`config.mk`:
```
export PLATFORM = sky130hd
export DESIGN_NAME = bus_timer
export DESIGN_NICKNAME = d
export VERILOG_FILES = /design/src/rtl/bus_timer.sv
export SDC_FILE = /design/constraint.sdc
export NUM_CORES = 1
export LEC_CHECK = 0
export BUFFER_PORTS_ARGS = -buffer_cell sky130_fd_sc_hd__buf_2
export CAP_MARGIN = 15
export CORE_MARGIN = 1.5
export CORE_UTILIZATION = 57
export DETAILED_ROUTE_END_ITERATION = 16
export GPL_TIMING_DRIVEN = 0
export PLACE_DENSITY = 0.76
export SYNTH_ARGS = -nofsm -noshare
export SYNTH_HDL_FRONTEND = slang
export SYNTH_SLANG_ARGS = --single-unit
```
`constraint.sdc`:
```
create_clock -name clk_i -period 3.18 [get_ports clk_i]
set_input_delay 0.477 -clock clk_i [delete_from_list [all_inputs] [get_ports clk_i]]
set_output_delay 0.477 -clock clk_i [all_outputs]
set_load 0.02 [all_outputs]
```
`src/rtl/bus_timer.sv`:
```
// 16-bit prescaled interval timer on the 6502 I/O bus, with one-shot/auto-reload modes and an active-low IRQ.
// Optional TIMER_SNAPSHOT_EN: a read of COUNT_L latches COUNT[15:8] so that COUNT_H reads back coherently.
module bus_timer #(
  parameter logic [15:0] PRESCALE_RST = 16'h0000,
  parameter logic [15:0] RELOAD_RST   = 16'hFFFF
) (
  input  logic       clk_i,
  input  logic       rst_n_i,
  input  logic       cs,
  input  logic       R_W_n,
  input  logic [7:0] addr_i,
  input  logic [7:0] data_i,
  output logic [7:0] data_o,
  output logic       irq_n
);

  logic        en_q, en_d, auto_q, auto_d, ie_q, ie_d, exp_q, exp_d;
  logic [15:0] pcnt_q, pcnt_d, presc_q, presc_d, reload_q, reload_d, count_q, count_d;

  logic wr, wr_ctrl, wr_relh, tick;

  assign wr      = cs & ~R_W_n;
  assign wr_ctrl = wr && (addr_i == 8'h00);
  assign wr_relh = wr && (addr_i == 8'h05);
  // Any CTRL write or RELOAD_H write in this cycle takes precedence over a tick.
  assign tick    = en_q && !wr_ctrl && !wr_relh && (pcnt_q == presc_q);

  always_comb begin
    en_d     = en_q;
    auto_d   = auto_q;
    ie_d     = ie_q;
    exp_d    = exp_q;
    pcnt_d   = pcnt_q;
    presc_d  = presc_q;
    reload_d = reload_q;
    count_d  = count_q;

    if (en_q && !wr_ctrl) pcnt_d = tick ? 16'h0000 : pcnt_q + 16'h0001;

    if (tick) begin
      if (count_q != 16'h0000) count_d = count_q - 16'h0001;
      else if (auto_q)         count_d = reload_q;
      else                     en_d    = 1'b0;
    end

    if (wr && (addr_i == 8'h01) && data_i[0]) exp_d = 1'b0;
    // Hardware expiry beats a same-cycle W1C.
    if (tick && (count_q == 16'h0000)) exp_d = 1'b1;

    if (wr) begin
      case (addr_i)
        8'h00: begin
          en_d   = data_i[0];
          auto_d = data_i[1];
          ie_d   = data_i[2];
          if (data_i[0]) pcnt_d = 16'h0000;
        end
        8'h02: presc_d[7:0]   = data_i;
        8'h03: presc_d[15:8]  = data_i;
        8'h04: reload_d[7:0]  = data_i;
        8'h05: begin
          reload_d[15:8] = data_i;
          count_d        = {data_i, reload_q[7:0]};
          pcnt_d         = 16'h0000;
        end
        default: ;
      endcase
    end
  end

  always_ff @(posedge clk_i or negedge rst_n_i) begin
    if (!rst_n_i) begin
      en_q     <= 1'b0;
      auto_q   <= 1'b0;
      ie_q     <= 1'b0;
      exp_q    <= 1'b0;
      pcnt_q   <= 16'h0000;
      presc_q  <= PRESCALE_RST;
      reload_q <= RELOAD_RST;
      count_q  <= RELOAD_RST;
    end else begin
      en_q     <= en_d;
      auto_q   <= auto_d;
      ie_q     <= ie_d;
      exp_q    <= exp_d;
      pcnt_q   <= pcnt_d;
      presc_q  <= presc_d;
      reload_q <= reload_d;
      count_q  <= count_d;
    end
  end

`ifdef TIMER_SNAPSHOT_EN
  logic [7:0] snap_h_q;

  always_ff @(posedge clk_i or negedge rst_n_i) begin
    if (!rst_n_i)                               snap_h_q <= RELOAD_RST[15:8];
    else if (cs && R_W_n && addr_i == 8'h06)    snap_h_q <= count_q[15:8];
  end
`endif

  always_comb begin
    data_o = 8'h00;
    if (cs) begin
      case (addr_i)
        8'h00: data_o = {5'b0, ie_q, auto_q, en_q};
        8'h01: data_o = {6'b0, en_q, exp_q};
        8'h02: data_o = presc_q[7:0];
        8'h03: data_o = presc_q[15:8];
        8'h04: data_o = reload_q[7:0];
        8'h05: data_o = reload_q[15:8];
        8'h06: data_o = count_q[7:0];
`ifdef TIMER_SNAPSHOT_EN
        8'h07: data_o = snap_h_q;
`else
        8'h07: data_o = count_q[15:8];
`endif
        default: data_o = 8'h00;
      endcase
    end
  end

  // Driven purely from flops so the bus cannot glitch the IRQ line.
  assign irq_n = ~(exp_q & ie_q);

endmodule

```
==> flow_summary_export.csv <==
group,metric,value,unit
floorplanning,rows,30,
setup_path,critPathBufInv,3,
synthesis,yosys_warnings,0,
synthesis,ys_types,57,
setup_path,rrSetupSlack,490,ps
synthesis,ys_ff_latch,68,
route,via_per_inst,6.14,
synthesis,synth_area,0.00407,mm²
setup_path,crit_type,"in2out",
setup_path,critPathTopFamily,"buffers and inverters",
synthesis,ys_top_cells_by_area,"dfrtp_1 22%, dfstp_2 21%, mux2_2 6.9%",
synthesis,synth_flop_cell,"dfrtp_1",
floorplanning,die_y,87.5,µm
synthesis,synth.avg_cell_area,9.80,µm²
sta,tns,0,ps
sta,worstMarginPinSlew,903,ps
floorplanning,die-area,0.00765,mm²
final_layout,final_cell_mix,"48 x nand2_1, 44 x nor2_1, 36 x dfrtp_1",
clock_network,clockRootBuffer,"clkbuf_8",
setup_path,crit_path_start_kind,"primary input",
outcome,status,"completed",
setup_path,worst-path-max-fanout,10,
sta,maxSlewHeadroom,39.3,%
grt,grtUsageTotal,30.6,%
setup_path,cpMostUsedCell,"buf_2",
route,drt_iter0_drc,292,
synthesis,synth_seq_area_share,42.8,%
clock_network,postCtsSetupBuffers,0,
pwr,vdd_drop_max,0.257,mV
grt,grt_max_degree,69,
sta,hold_violations,0,
grt,antenna_found_initial,0,
clock_network,path_clk_slew,80,ps
synthesis,synth.net_count,438,
clock_network,holdBufCountCts,0,
setup_path,r2r_cells,7,
setup_path,crit_chain,"buf_2, buf_1, mux4_2, a222oi_1, nor2_1, buf_2",
setup_path,max_stage_delay,600,ps
synthesis,netlist_instances,415,
placement,gp_congestion,0.927,
sta,rsz0062_at_grt,"false",
final_layout,num-nets-final,475,
clock_network,htreeDepth,3,
setup_path,crit_required,2700,ps
floorplanning,die_x,87.5,µm
setup_path,r2r_end,"count_q[1]",
pwr,p_leak,1.99,nW
final_layout,areaGrowthSynthToFinish,10.6,%
clock_network,ctsResizeCount,0,
grt,grt_pass1_vias,3339,
job,drv_cap,0,
route,drt_first_pass_iters,7,
final_layout,diodes,0,
floorplanning,start_util,59.5,%
setup_path,endpoint_kind,"primary output",
clock_network,cts_num_sinks,68,
route,routed_wirelength,10.9,mm
placement,io_buffers,26,
clock_network,clk_latency,350,ps
synthesis,async_flop_share,100,%
route,antenna_left,0,
pwr,cellPowerDensity,453,mW/mm²
sta,worst_slack,204,ps
setup_path,critPathSlowestCell,"mux4_2",
placement,place_ws,168,ps
setup_path,r2r-start,"pcnt_q[6]",
floorplanning,core-area,0.00683,mm²
floorplanning,top_level_ports,29,
grt,grt_overflow,0,
sta,period_minus_slack,2980,ps
clock_network,cts_tree,"done",
clock_network,clock_path_buffers,2,
synthesis,synth.top_cell.area_share,22.2,%
route,wire_per_inst,19.7,µm
synthesis,yosys.area.top_type,"dfrtp_1",
sta,timing.fmax,336,MHz
final_layout,final_common_cell,"nand2_1",
sta,slew_violations,0,
synthesis,synth-edff-count,0,
route,remaining_drc_errors,0,
clock_network,cts_inserted_buffers,9,
worst_hold_path,hold_path.class,"in2async",
placement,dp_hpwl,8.09,mm
final_layout,drive_gt1_share,28.2,%
setup_path,crit_start,"addr_i[0]",
sta,finalCritPeriodShare,93.6,%
sta,clock-skew-final,10.6,ps
sta,finalSetupViolations,0,
grt,grt_pass1_wl,17.4,mm
route,vias,3396,
setup_path,worst_ep_arrival_time,2500,ps
## worst max path at each step
stage          slack [ps]          to  depth (start not counted)
2_1_floorplan         600   data_o[4]                          5
3_3_place_gp          190  count_q[3]                          7
3_5_place_dp          170  count_q[4]                          7
4_1_cts               200   data_o[6]                          6
5_1_grt                40   data_o[6]                          6
6_report              200   data_o[6]                          6
## cell usage after synthesis, types with 4 or more instances
library cell / number
dfrtp_1: 36
a31oi_1: 7
nor2_1: 44
buf_2: 6
mux4_2: 10
xor2_1: 22
o22ai_1: 4
nor3_1: 17
nor4_1: 4
o31ai_1: 7
inv_1: 10
a222oi_1: 5
dfstp_2: 32
clkbuf_1: 9
a21oi_1: 22
xnor2_1: 9
or4_1: 4
nand2_1: 48
nand3_1: 12
mux2_2: 25
mux2i_1: 7
nand4_1: 5
o21ai_0: 17
## where the power goes
part,internal (mW),switching (mW)
logic,0.161,0.249
registers,0.915,0.0520
clock network,0.306,0.353
## worst register-to-register path, cell delays in order (launching register included)
cell,delay (ps)
dfrtp_1,460
xor2_1,200
nor4_2,370
nand4_1,340
nor2_1,460
clkbuf_1,430
nand3_1,140
a31oi_1,210
## routing by layer
metal	wire length, µm	track usage (%)	part of all wire, %	vias to the layer above
li1	-	-	-	1584
met1	4730	41.0	43	1685
met2	5380	50.8	49	110
met3	564	3.32	5.2	17
met4	209	12.8	1.9	0
met5	0	0	0	-
## kinds of logic (layout without fill, tap and decap cells)
group           Yosys count  after routing  share of synthesized area [%]
simple gates            160            160                           19.2
xor+xnor                 31             31                           6.68
mux                      42             42                           14.2
buf+inv                  31             73                           3.42
flops                    68             68                           42.8
compound gates           80             80                           12.8
fa+ha+maj                 3              3                          0.923
## per-stage QoR
stage	area [µm²]	utilization [%]	instances	total power [mW]	hold slack (ps)
after detailed placement	4320	63.2	537	1.38	464
after global placement	4320	63.2	537	1.37	463
after global routing	4500	65.8	553	2.13	292
final	4500	65.8	553	2.04	229
after floorplan	4070	-	415	1.25	181
after CTS	4500	65.8	553	2.03	254
## cell type report
type	count	area, µm²
Buffer	21	101
Clock buffer	11	141
Clock inverter	5	37.5
Fill cell	574	2330
Inverter	10	37.5
Multi-Input combinational cell	316	2180
Sequential cell	68	1740
Tap cell	96	120
Timing Repair Buffer	26	133
## sequential cells by signal (all words and copies together), names as in the netlist
name,count
auto_q,1
count_q,16
en_q,1
exp_q,1
ie_q,1
pcnt_q,16
presc_q,16
reload_q,16
No activity file was read; power rests on OpenSTA's default activity.
